File: src/rtl/eth_rx_filter_pkg.sv
// eth_rx_filter_pkg: shared types and constants for the RX destination-MAC filter.
package eth_rx_filter_pkg;

    localparam int ETH_ADDR_BYTES = 6;
    localparam logic [7:0] ETH_BCAST_BYTE = 8'hff;

    typedef enum logic [1:0] {
        HDR    = 2'd0,
        REPLAY = 2'd1,
        PASS   = 2'd2,
        DROP   = 2'd3
    } rx_state_e;

    // Byte idx of a MAC in wire order; byte 0 is mac[47:40].
    function automatic logic [7:0] mac_byte(input logic [47:0] mac, input logic [2:0] idx);
        return mac[47 - 8 * int'(idx) -: 8];
    endfunction

endpackage

File: src/rtl/eth_sat_counter.sv
// eth_sat_counter: statistics counter that sticks at all-ones and clears synchronously.
module eth_sat_counter #(
    parameter int WIDTH = 32
) (
    input  logic             clock50,
    input  logic             i_clear,
    input  logic             i_inc,
    output logic [WIDTH-1:0] o_count
);

    logic [WIDTH-1:0] r_count;

    always_ff @(posedge clock50)
        r_count <= i_clear ? '0 : (i_inc & ~&r_count) ? r_count + 1'b1 : r_count;

    assign o_count = r_count;

endmodule

File: src/rtl/eth_rx_addr_filter.sv
// eth_rx_addr_filter: RX AXIS destination-MAC filter (unicast/broadcast/multicast/promisc).
// Define ETH_RX_FILTER_STATS_EN to add saturating pass/drop/runt counters.
module eth_rx_addr_filter
    import eth_rx_filter_pkg::*;
#(
    parameter bit MATCH_BROADCAST = 1'b1,
    parameter int STAT_WIDTH      = 32
) (
    input  logic        clock50,
    input  logic        reset,
    input  logic [47:0] mac_addr,
    input  logic        promisc,
    input  logic        accept_multicast,
    input  logic [7:0]  s_axis_tdata,
    input  logic        s_axis_tvalid,
    output logic        s_axis_tready,
    input  logic        s_axis_tlast,
    input  logic        s_axis_tuser,
    output logic [7:0]  m_axis_tdata,
    output logic        m_axis_tkeep,
    output logic        m_axis_tvalid,
    input  logic        m_axis_tready,
    output logic        m_axis_tlast,
    output logic        m_axis_tuser,
    output logic        frame_dropped
`ifdef ETH_RX_FILTER_STATS_EN
    ,
    output logic [STAT_WIDTH-1:0] rx_pass_count,
    output logic [STAT_WIDTH-1:0] rx_drop_count,
    output logic [STAT_WIDTH-1:0] rx_runt_count
`endif
);

    localparam logic [2:0] LAST_HDR_IDX = 3'(ETH_ADDR_BYTES - 1);

    if (STAT_WIDTH < 1) begin : g_bad_stat_width
        $error("STAT_WIDTH must be at least 1");
    end

    rx_state_e  r_state;
    logic [2:0] r_idx;
    logic [2:0] r_ridx;
    logic [7:0] r_hdr [ETH_ADDR_BYTES];
    logic       r_uc;
    logic       r_bc;
    logic       r_mc;
    logic       r_last_in_hdr;
    logic       r_user_in_hdr;
    logic [7:0] r_out_data;
    logic       r_out_last;
    logic       r_out_user;
    logic       r_dropped;

    logic       w_live;
    logic       w_pass;
    logic       w_hdr_hs;
    logic       w_uc;
    logic       w_bc;
    logic       w_mc;
    logic       w_hdr_end;
    logic       w_runt;
    logic       w_accept;
    logic       w_pass_dec;
    logic       w_rej_dec;
    logic [2:0] w_rnext;
    logic       w_rnext_last;

    assign w_live    = !reset;
    assign w_pass    = w_live & (r_state == PASS);
    assign w_hdr_hs  = (r_state == HDR) & s_axis_tvalid;
    // Flags fold in the byte being accepted so the decision can be made on byte 5 itself.
    assign w_uc      = r_uc & (s_axis_tdata == mac_byte(mac_addr, r_idx));
    assign w_bc      = r_bc & (s_axis_tdata == ETH_BCAST_BYTE);
    assign w_mc      = (r_idx == 3'd0) ? s_axis_tdata[0] : r_mc;
    assign w_hdr_end = w_hdr_hs & (r_idx == LAST_HDR_IDX);
    assign w_runt    = w_hdr_hs & s_axis_tlast & (r_idx != LAST_HDR_IDX);
    assign w_accept  = promisc | w_uc | (MATCH_BROADCAST & w_bc) | (accept_multicast & w_mc);
    assign w_pass_dec = w_hdr_end & w_accept;
    assign w_rej_dec  = w_hdr_end & !w_accept;
    assign w_rnext      = r_ridx + 3'd1;
    assign w_rnext_last = (w_rnext == LAST_HDR_IDX) & r_last_in_hdr;

    assign s_axis_tready = w_live & ((r_state == HDR) | (r_state == DROP) | (w_pass & m_axis_tready));
    assign m_axis_tvalid = w_live & (w_pass ? s_axis_tvalid : (r_state == REPLAY));
    assign m_axis_tdata  = !w_live ? 8'd0 : w_pass ? s_axis_tdata : r_out_data;
    assign m_axis_tlast  = w_live & (w_pass ? s_axis_tlast : r_out_last);
    assign m_axis_tuser  = w_live & (w_pass ? (s_axis_tuser & s_axis_tlast) : r_out_user);
    assign m_axis_tkeep  = 1'b1;
    assign frame_dropped = w_live & r_dropped;

    always_ff @(posedge clock50) begin
        if (reset) begin
            r_state       <= HDR;
            r_idx         <= 3'd0;
            r_ridx        <= 3'd0;
            r_uc          <= 1'b1;
            r_bc          <= 1'b1;
            r_mc          <= 1'b0;
            r_last_in_hdr <= 1'b0;
            r_user_in_hdr <= 1'b0;
            r_out_data    <= 8'd0;
            r_out_last    <= 1'b0;
            r_out_user    <= 1'b0;
            r_dropped     <= 1'b0;
        end else begin
            r_dropped <= w_runt | w_rej_dec;
            case (r_state)
                HDR: if (s_axis_tvalid) begin
                    r_hdr[r_idx] <= s_axis_tdata;
                    r_idx        <= (w_runt | w_hdr_end) ? 3'd0 : r_idx + 3'd1;
                    r_uc         <= (w_runt | w_hdr_end) ? 1'b1 : w_uc;
                    r_bc         <= (w_runt | w_hdr_end) ? 1'b1 : w_bc;
                    r_mc         <= (w_runt | w_hdr_end) ? 1'b0 : w_mc;
                    if (w_pass_dec) begin
                        r_state       <= REPLAY;
                        r_last_in_hdr <= s_axis_tlast;
                        r_user_in_hdr <= s_axis_tuser;
                        r_ridx        <= 3'd0;
                        r_out_data    <= r_hdr[0];
                        r_out_last    <= 1'b0;
                        r_out_user    <= 1'b0;
                    end else if (w_rej_dec & !s_axis_tlast) begin
                        r_state <= DROP;
                    end
                end
                REPLAY: if (m_axis_tready) begin
                    if (r_ridx == LAST_HDR_IDX) begin
                        r_state    <= r_last_in_hdr ? HDR : PASS;
                        r_out_last <= 1'b0;
                        r_out_user <= 1'b0;
                    end else begin
                        r_ridx     <= w_rnext;
                        r_out_data <= r_hdr[w_rnext];
                        r_out_last <= w_rnext_last;
                        r_out_user <= w_rnext_last & r_user_in_hdr;
                    end
                end
                PASS: if (s_axis_tvalid & m_axis_tready & s_axis_tlast) r_state <= HDR;
                DROP: if (s_axis_tvalid & s_axis_tlast) r_state <= HDR;
            endcase
        end
    end

`ifdef ETH_RX_FILTER_STATS_EN
    eth_sat_counter #(.WIDTH(STAT_WIDTH)) u_pass_cnt (
        .clock50 (clock50),
        .i_clear (reset),
        .i_inc   (w_pass_dec),
        .o_count (rx_pass_count)
    );
    eth_sat_counter #(.WIDTH(STAT_WIDTH)) u_drop_cnt (
        .clock50 (clock50),
        .i_clear (reset),
        .i_inc   (w_rej_dec),
        .o_count (rx_drop_count)
    );
    eth_sat_counter #(.WIDTH(STAT_WIDTH)) u_runt_cnt (
        .clock50 (clock50),
        .i_clear (reset),
        .i_inc   (w_runt),
        .o_count (rx_runt_count)
    );
`endif

endmodule
File: config.mk
export PLATFORM = sky130hd
export DESIGN_NAME = eth_rx_addr_filter
export DESIGN_NICKNAME = d
export VERILOG_FILES = /design/src/rtl/eth_rx_filter_pkg.sv /design/src/rtl/eth_sat_counter.sv /design/src/rtl/eth_rx_addr_filter.sv
export SDC_FILE = /design/constraint.sdc
export NUM_CORES = 1
export LEC_CHECK = 0
export ABC_AREA = 1
export BUFFER_PORTS_ARGS = -buffer_cell sky130_fd_sc_hd__buf_2
export CAP_MARGIN = 20
export CORE_UTILIZATION = 40
export CTS_BUF_LIST = sky130_fd_sc_hd__clkbuf_8
export CTS_CLUSTER_SIZE = 25
export DETAILED_ROUTE_END_ITERATION = 16
export GPL_TIMING_DRIVEN = 0
export PLACE_DENSITY = 0.58
export SLEW_MARGIN = 20
export SYNTH_ARGS = -nofsm -noshare
export SYNTH_HDL_FRONTEND = slang
export SYNTH_SLANG_ARGS = --single-unit
export TNS_END_PERCENT = 100
File: constraint.sdc
create_clock -name clock50 -period 3.4 [get_ports clock50]
set_input_delay 0.34 -clock clock50 [delete_from_list [all_inputs] [get_ports clock50]]
set_output_delay 0.34 -clock clock50 [all_outputs]
set_load 0.05 [all_outputs]
==> flow_summary_export.csv, run 1 <==
group,metric,value,unit
timing,tightest_slew,0.850,ns
job,drv_cap,0,
synth,yosys.area.top_type,"edfxtp_1",
finish,final_cells,735,
synth,ys_seq_elements,72,
power_and_ir_drop,p_sw_share,40.8,%
global_routing,grt_start_max_net_pins,15,
global_routing,antenna_found_initial,0,
cts,cts_setup_buffers,0,
cts,cts.htree.levels,3,
worst_setup_path,path_cells,"clkbuf_1, clkinvlp_4, buf_2, ha_1, clkbuf_2, o21ai_0, o221ai_1, a22o_1, nor2_2, nor2_1",
synth,ys_warn_count,0,
worst_setup_path,crit_type,"flop to flop",
synth,yosysUniqueCellTypes,36,
cts,cts.sinks,72,
power_and_ir_drop,total_power,3.13,mW
synth,synthesis.nets,588,
global_routing,grt_overflow,0,
synth,ys.flop_type,"edfxtp_1",
placed_design,portBuffers,76,
power_and_ir_drop,pwr-share-seq,34.4,%
finish,nets,675,
timing,grt_setup_unrepaired,"no",
timing,setup_violations,0,
timing,period_share,90.2,%
placed_design,dp_hpwl,7950,um
global_routing,grt_first_pass_wirelength,17600,um
route,route.detailed.drc,0,
power_and_ir_drop,vdd_ir_drop_max,219,uV
timing,finalClockSkew,0.00826,ns
worst_setup_path,slowest_delay,0.51,ns
route,postRouteWirelength,10900,um
power_and_ir_drop,power_frac_comb,40.4,%
route,drt_iter0_drc,198,
worst_setup_path,arrival,3.36,ns
power_and_ir_drop,intPower,1.85,mW
timing,relSlewSlack,43.0,%
cts,clk_latency,0.35,ns
synth,synth_seq_area_share,46.4,%
synth,yosys-top-cells-count,"138 x nand2_1, 60 x inv_1, 49 x nor2_1",
finish,fillers,981,
worst_setup_path,endpoint_kind,"flop",
cts,clk_pin_slew,0.08,ns
route,dr.pass1.iters,5,
die,core_area,9910,um^2
run_status,status,"finished, final reports clean",
timing,hold_ws,0.275,ns
synth,synth_area_per_cell,8.12,um^2
power_and_ir_drop,power_density,631,nW/um^2
finish,area_delta_synth_final,19.7,%
placed_design,dp.cells,719,
synth,yosysMostFrequentCell,"nand2_1",
synth,synthCells,510,
synth,synth.top_cell.area_share,34.8,%
die,die_h,104,um
die,initial_core_util,41.8,%
power_and_ir_drop,leakagePower,2.24,nW
synth,async_reset_ff_share,0,%
global_routing,grtUsageTotal,21.0,%
die,die_area,10800,um^2
die,die-width,104,um
cts,clk_path_buf_depth,2,
finish,layout-drive-gt1-share,21.9,%
synth,synth_area,4140,um^2
cts,root_buffer,"clkbuf_8",
cts,cts_tree,"yes",
power_and_ir_drop,clkPwrFrac,25.2,%
synth,ys_top_cells_by_area,"edfxtp_1 35%, nand2_1 13%, dfxtp_1 12%, inv_1 5.4%, nor2_1 4.4%",
power_and_ir_drop,p_sw,1.28,mW
timing,fmax,326,MHz
timing,fin_tns_setup,0,ns
route,avgViaCountPerCell,5.08,
placed_design,routabilityCongestion,0.820,
route,vias,3737,
worst_setup_path,slowest_stage,"ha_1",
hold_path,hold_path_class,"input pin to flop",
worst_setup_path,critPathTopFamily,"buffers and inverters",
worst_setup_path,crit_path_max_fanout,10,
route,drtAntennaViolNets,0,
cts,cts-buffers-inserted,9,
finish,num_antenna_cells,0,
route,wl_per_cell,14.8,um
synth,synth_edf_count,48,
die,boundaryPins,78,
worst_setup_path,worst-path-buf-inv,4,
timing,hold_viol_final,0,
worst_setup_path,cp.required,3.69,ns
timing,period_minus_slack,3.07,ns
worst_setup_path,startpoint_type,"flop",
global_routing,grt_pass1_vias,3589,
die,row_count,36,
timing,slew_violations,0,
[flip-flops by register name (all words and copies together) (netlist names)]
| signal | cells |
|---|---|
| r_hdr | 48 |
| r_out_data | 8 |
| r_idx | 3 |
| r_ridx | 3 |
| r_state | 2 |
| r_bc | 1 |
| r_dropped | 1 |
| r_last_in_hdr | 1 |
| r_mc | 1 |
| r_out_last | 1 |
| r_out_user | 1 |
| r_uc | 1 |
| r_user_in_hdr | 1 |
[final cells by class]
class                           count  area (um^2)  area share (%)
Tap cell                          133          166            3.36
Timing Repair Buffer               76          380            7.67
Multi-Input combinational cell    355         1890            38.2
Clock inverter                      7          101            2.04
Buffer                             18          124            2.50
Sequential cell                    72         1920            38.8
Inverter                           65          248            5.00
Clock buffer                        9          124            2.50
[stage by stage]
| stage | worst slack (ns) | area (um^2) | util [%] |
|---|---|---|---|
| after floorplan | 0.900 | 4140 | - |
| after global placement | 0.132 | 4690 | 47.3 |
| after detailed placement | 0.0833 | 4720 | 47.6 |
| after CTS | 0.0562 | 4940 | 49.9 |
| after global routing | 0.0873 | 4960 | 50.0 |
| final | 0.333 | 4960 | 50.0 |
[cells in the final DEF, fill, tap and decap left out, types with 3 or more instances in the layout]
cell type	n
mux2i_1	8
a22o_1	8
o221ai_1	8
clkinv_1	3
nand3_1	31
o21ai_0	22
nor2_2	11
nand4_1	4
inv_6	3
clkbuf_1	7
nor2_1	49
o22ai_1	7
edfxtp_1	48
o21ai_1	5
nor3_1	4
ha_1	14
buf_2	78
a21oi_1	16
clkbuf_8	9
inv_1	60
nand2_1	138
dfxtp_1	24
a31oi_1	9
buf_6	6
nor3_2	6
[worst register-to-register path, cell delays in order, from the launching register on]
cell,delay [ns]
dfxtp_1,0.36
clkbuf_1,0.45
clkinvlp_4,0.41
buf_2,0.30
ha_1,0.51
clkbuf_2,0.33
o21ai_0,0.15
o221ai_1,0.20
a22o_1,0.18
nor2_2,0.05
nor2_1,0.08
[power by group through the flow]
stage / Combinational, mW / Clock [mW] / Sequential (mW)
6_report: 1.26 / 0.790 / 1.08
5_1_grt: 1.41 / 0.833 / 1.09
2_1_floorplan: 0.943 / 0 / 1.08
3_5_place_dp: 1.26 / 0 / 1.10
4_1_cts: 1.27 / 0.795 / 1.08
3_3_place_gp: 1.24 / 0 / 1.09
[kinds of logic (layout without fill, tap and decap cells)]
family	Yosys count	in the layout	synth area share (%)
buffers and inverters	83	175	8.85
adders and majority gates	14	14	4.23
xor gates and xnor gates	2	2	0.423
AOI/OAI and AO/OA	80	80	12.3
DFF	72	72	46.4
other	1	1	0.0905
and+or+nand+nor	250	250	25.8
muxes	8	8	1.93
[worst paths after layout]
| kind | startpoint | slack (ns) | endpoint | depth (start not counted) |
|---|---|---|---|---|
| worst max-delay path | r_ridx[0] | 0.33 | r_out_data[6] | 10 |
| worst min-delay path | reset | 0.28 | r_state[0] | 4 |
| worst max register to register | r_ridx[0] | 0.33 | r_out_data[6] | 10 |
| worst min register to register | r_user_in_hdr | 0.46 | r_user_in_hdr | 2 |
[repair_timing]
action / in CTS / in global routing
hold buffers: 0 / 0
resized for setup: 0 / 3
setup endpoints to repair: 0 / 8
hold endpoints to repair: 0 / 0
[per-layer routing]
layer,part of all wire (%),GRT usage (%),wire (um),vias to the layer above
li1,-,-,-,1869
met1,45,26.8,4920,1721
met3,6.3,3.96,685,15
met2,47,35.1,5100,132
met5,0,0,0,-
met4,1.7,8.27,187,0
No activity file was read; power rests on OpenSTA's default activity.
==> inputs of run 2 (changes only) <==
clock period = 3 ns   (was 3.4 ns; I/O delays follow)
==> run 2 against run 1 <==
  * Critical path depth rose by 9
  * First-iteration DRC count decreased by 3.0%
  * Sequential share of layout area is 0.21 points lower
  * Design area grew 0.81%
  * Setup slack lost 0.073 ns
  * Critical path type unchanged
  * Critical endpoint is now r_ridx[2]
==> flow_summary_export.csv, run 2 (synthesis results as in run 1) <==
group,metric,value,unit
run_status,status,"finished, final reports clean",
timing,period_minus_slack,2.74,ns
route,route.detailed.drc,0,
hold_path,hold_path_class,"input pin to flop",
timing,period_share,91.3,%
global_routing,grtUsageTotal,21.0,%
cts,clk_path_buf_depth,2,
cts,cts_hold_buf,0,
finish,final_cell_mix,"138 x nand2_1, 78 x buf_2, 60 x inv_1",
global_routing,grt_start_max_net_pins,15,
timing,grt_setup_unrepaired,"no",
die,die-width,104,um
placed_design,routabilityCongestion,0.820,
finish,layout-drive-gt1-share,22.7,%
cts,cts.sinks,72,
finish,multi_input_area,1890,um^2
die,row_count,36,
worst_setup_path,path_cells,"inv_1, ha_1, buf_4, nand2_2, nor2_1, o21ai_1, nand2_1, nand2_1, nand2_1, nand2_1, nor2_2, nand3_2, o21bai_4, nand2_2, nand2_4, nand3_4, buf_8, nand2_1, a21oi_1",
finish,mostFrequentLayoutCell,"nand2_1",
power_and_ir_drop,pwr-share-seq,34.1,%
power_and_ir_drop,power_density,718,nW/um^2
finish,largest_reg_flops,48,
finish,regArea,1930,um^2
cts,cts-buffers-inserted,9,
route,avgViaCountPerCell,5.11,
finish,nets,677,
cts,root_buffer,"clkbuf_8",
timing,relSlewSlack,42.5,%
timing,setup_violations,0,
timing,hold_viol_final,0,
die,core_area,9910,um^2
route,vias,3764,
worst_setup_path,crit_path_max_fanout,10,
timing,tightest_slew,0.858,ns
placed_design,portBuffers,76,
finish,num_antenna_cells,0,
power_and_ir_drop,leakagePower,2.26,nW
route,postRouteWirelength,11000,um
worst_setup_path,crit_path_frequent_cell,"nand2_1",
route,wl_per_cell,14.9,um
worst_setup_path,slowest_stage,"dfxtp_2",
worst_setup_path,crit_type,"flop to flop",
cts,clk_latency,0.35,ns
route,drt_iter0_drc,192,
power_and_ir_drop,vdd_ir_drop_max,252,uV
worst_setup_path,startpoint_type,"flop",
worst_setup_path,arrival,2.96,ns
cts,cts.htree.levels,3,
job,drv_cap,0,
power_and_ir_drop,clkPwrFrac,24.8,%
placed_design,dp_hpwl,7950,um
finish,top_register,"r_hdr",
power_and_ir_drop,power_frac_comb,41.1,%
die,boundaryPins,78,
worst_setup_path,slowest_delay,0.38,ns
route,dr.pass1.iters,5,
power_and_ir_drop,intPower,2.13,mW
cts,clk_pin_slew,0.08,ns
die,initial_core_util,41.8,%
worst_setup_path,endpoint_kind,"flop",
finish,top_regs,"r_hdr: 48 flops, r_out_data: 8 flops",
cts,cts_tree,"yes",
power_and_ir_drop,p_sw,1.45,mW
die,die_area,10800,um^2
worst_setup_path,cp.required,3.22,ns
power_and_ir_drop,p_sw_share,40.5,%
timing,hold_ws,0.235,ns
timing,fmax,365,MHz
global_routing,grt_pass1_vias,3589,
route,drtAntennaViolNets,0,
global_routing,grt_first_pass_wirelength,17600,um
finish,area_delta_synth_final,20.6,%
finish,final_core_util,50.4,%
die,die_h,104,um
timing,slew_violations,0,
global_routing,antenna_found_initial,0,
finish,fillers,980,
timing,finalClockSkew,0.00903,ns
global_routing,grt_overflow,0,
[run 2: repair_timing]
item	in CTS	in global routing
setup buffers	0	2
endpoints found under the setup margin	8	15
resized for setup	2	9
pin swaps	0	0
[run 2: final timing paths]
check / slack (ns) / cells after the start / from / end
hold / removal: 0.23 / 4 / reset / r_state[0]
setup reg to reg: 0.26 / 19 / r_idx[2] / r_ridx[2]
setup / recovery: 0.26 / 19 / r_idx[2] / r_ridx[2]
hold reg to reg: 0.46 / 2 / r_user_in_hdr / r_user_in_hdr
[run 2: worst max-delay path: cells and delay by family, from the launching register on]
| family | cells | cell delay (ns) |
|---|---|---|
| buffers and inverters | 3 | 0.48 |
| DFF | 1 | 0.38 |
| and+or+nand+nor | 12 | 1.20 |
| AOI/OAI and AO/OA | 3 | 0.27 |
| adders and majority gates | 1 | 0.28 |
[run 2: stage by stage]
step / power (mW) / std cells / worst slack [ns] / TNS [ns] / cell area, um^2
3_5_place_dp: 2.67 / 719 / -0.317 / -2.26 / 4720
3_3_place_gp: 2.65 / 719 / -0.268 / -1.95 / 4690
4_1_cts: 3.56 / 735 / 0.0289 / 0 / 4950
2_1_floorplan: 2.30 / 510 / 0.500 / 0 / 4140
6_report: 3.59 / 737 / 0.260 / 0 / 5000
5_1_grt: 3.83 / 737 / 0.00186 / 0 / 5000
[run 2: final cells by class]
class                           count  share of cell area [%]
Sequential cell                    72                    38.6
Clock inverter                      7                    2.03
Multi-Input combinational cell    355                    37.9
Tap cell                          133                    3.33
Timing Repair Buffer               78                    8.16
Buffer                             18                    2.58
Clock buffer                        9                    2.48
Inverter                           65                    5.01
[run 2: layer usage]
metal | global-route usage [%] | up-vias | part of all wire (%) | wire length [um]
met2 | 35.1 | 138 | 47 | 5190
met5 | 0 | - | 0 | 0
met4 | 8.27 | 0 | 1.7 | 184
met3 | 3.96 | 15 | 5.9 | 651
met1 | 26.8 | 1742 | 45 | 4950
li1 | - | 1869 | - | -
[run 2: power groups by stage]
stage | Combinational (mW) | Clock, mW | Sequential, mW
floorplan | 1.07 | 0 | 1.23
global placement | 1.41 | 0 | 1.24
detailed placement | 1.43 | 0 | 1.24
CTS | 1.44 | 0.901 | 1.22
global route | 1.65 | 0.944 | 1.24
finish | 1.47 | 0.890 | 1.22
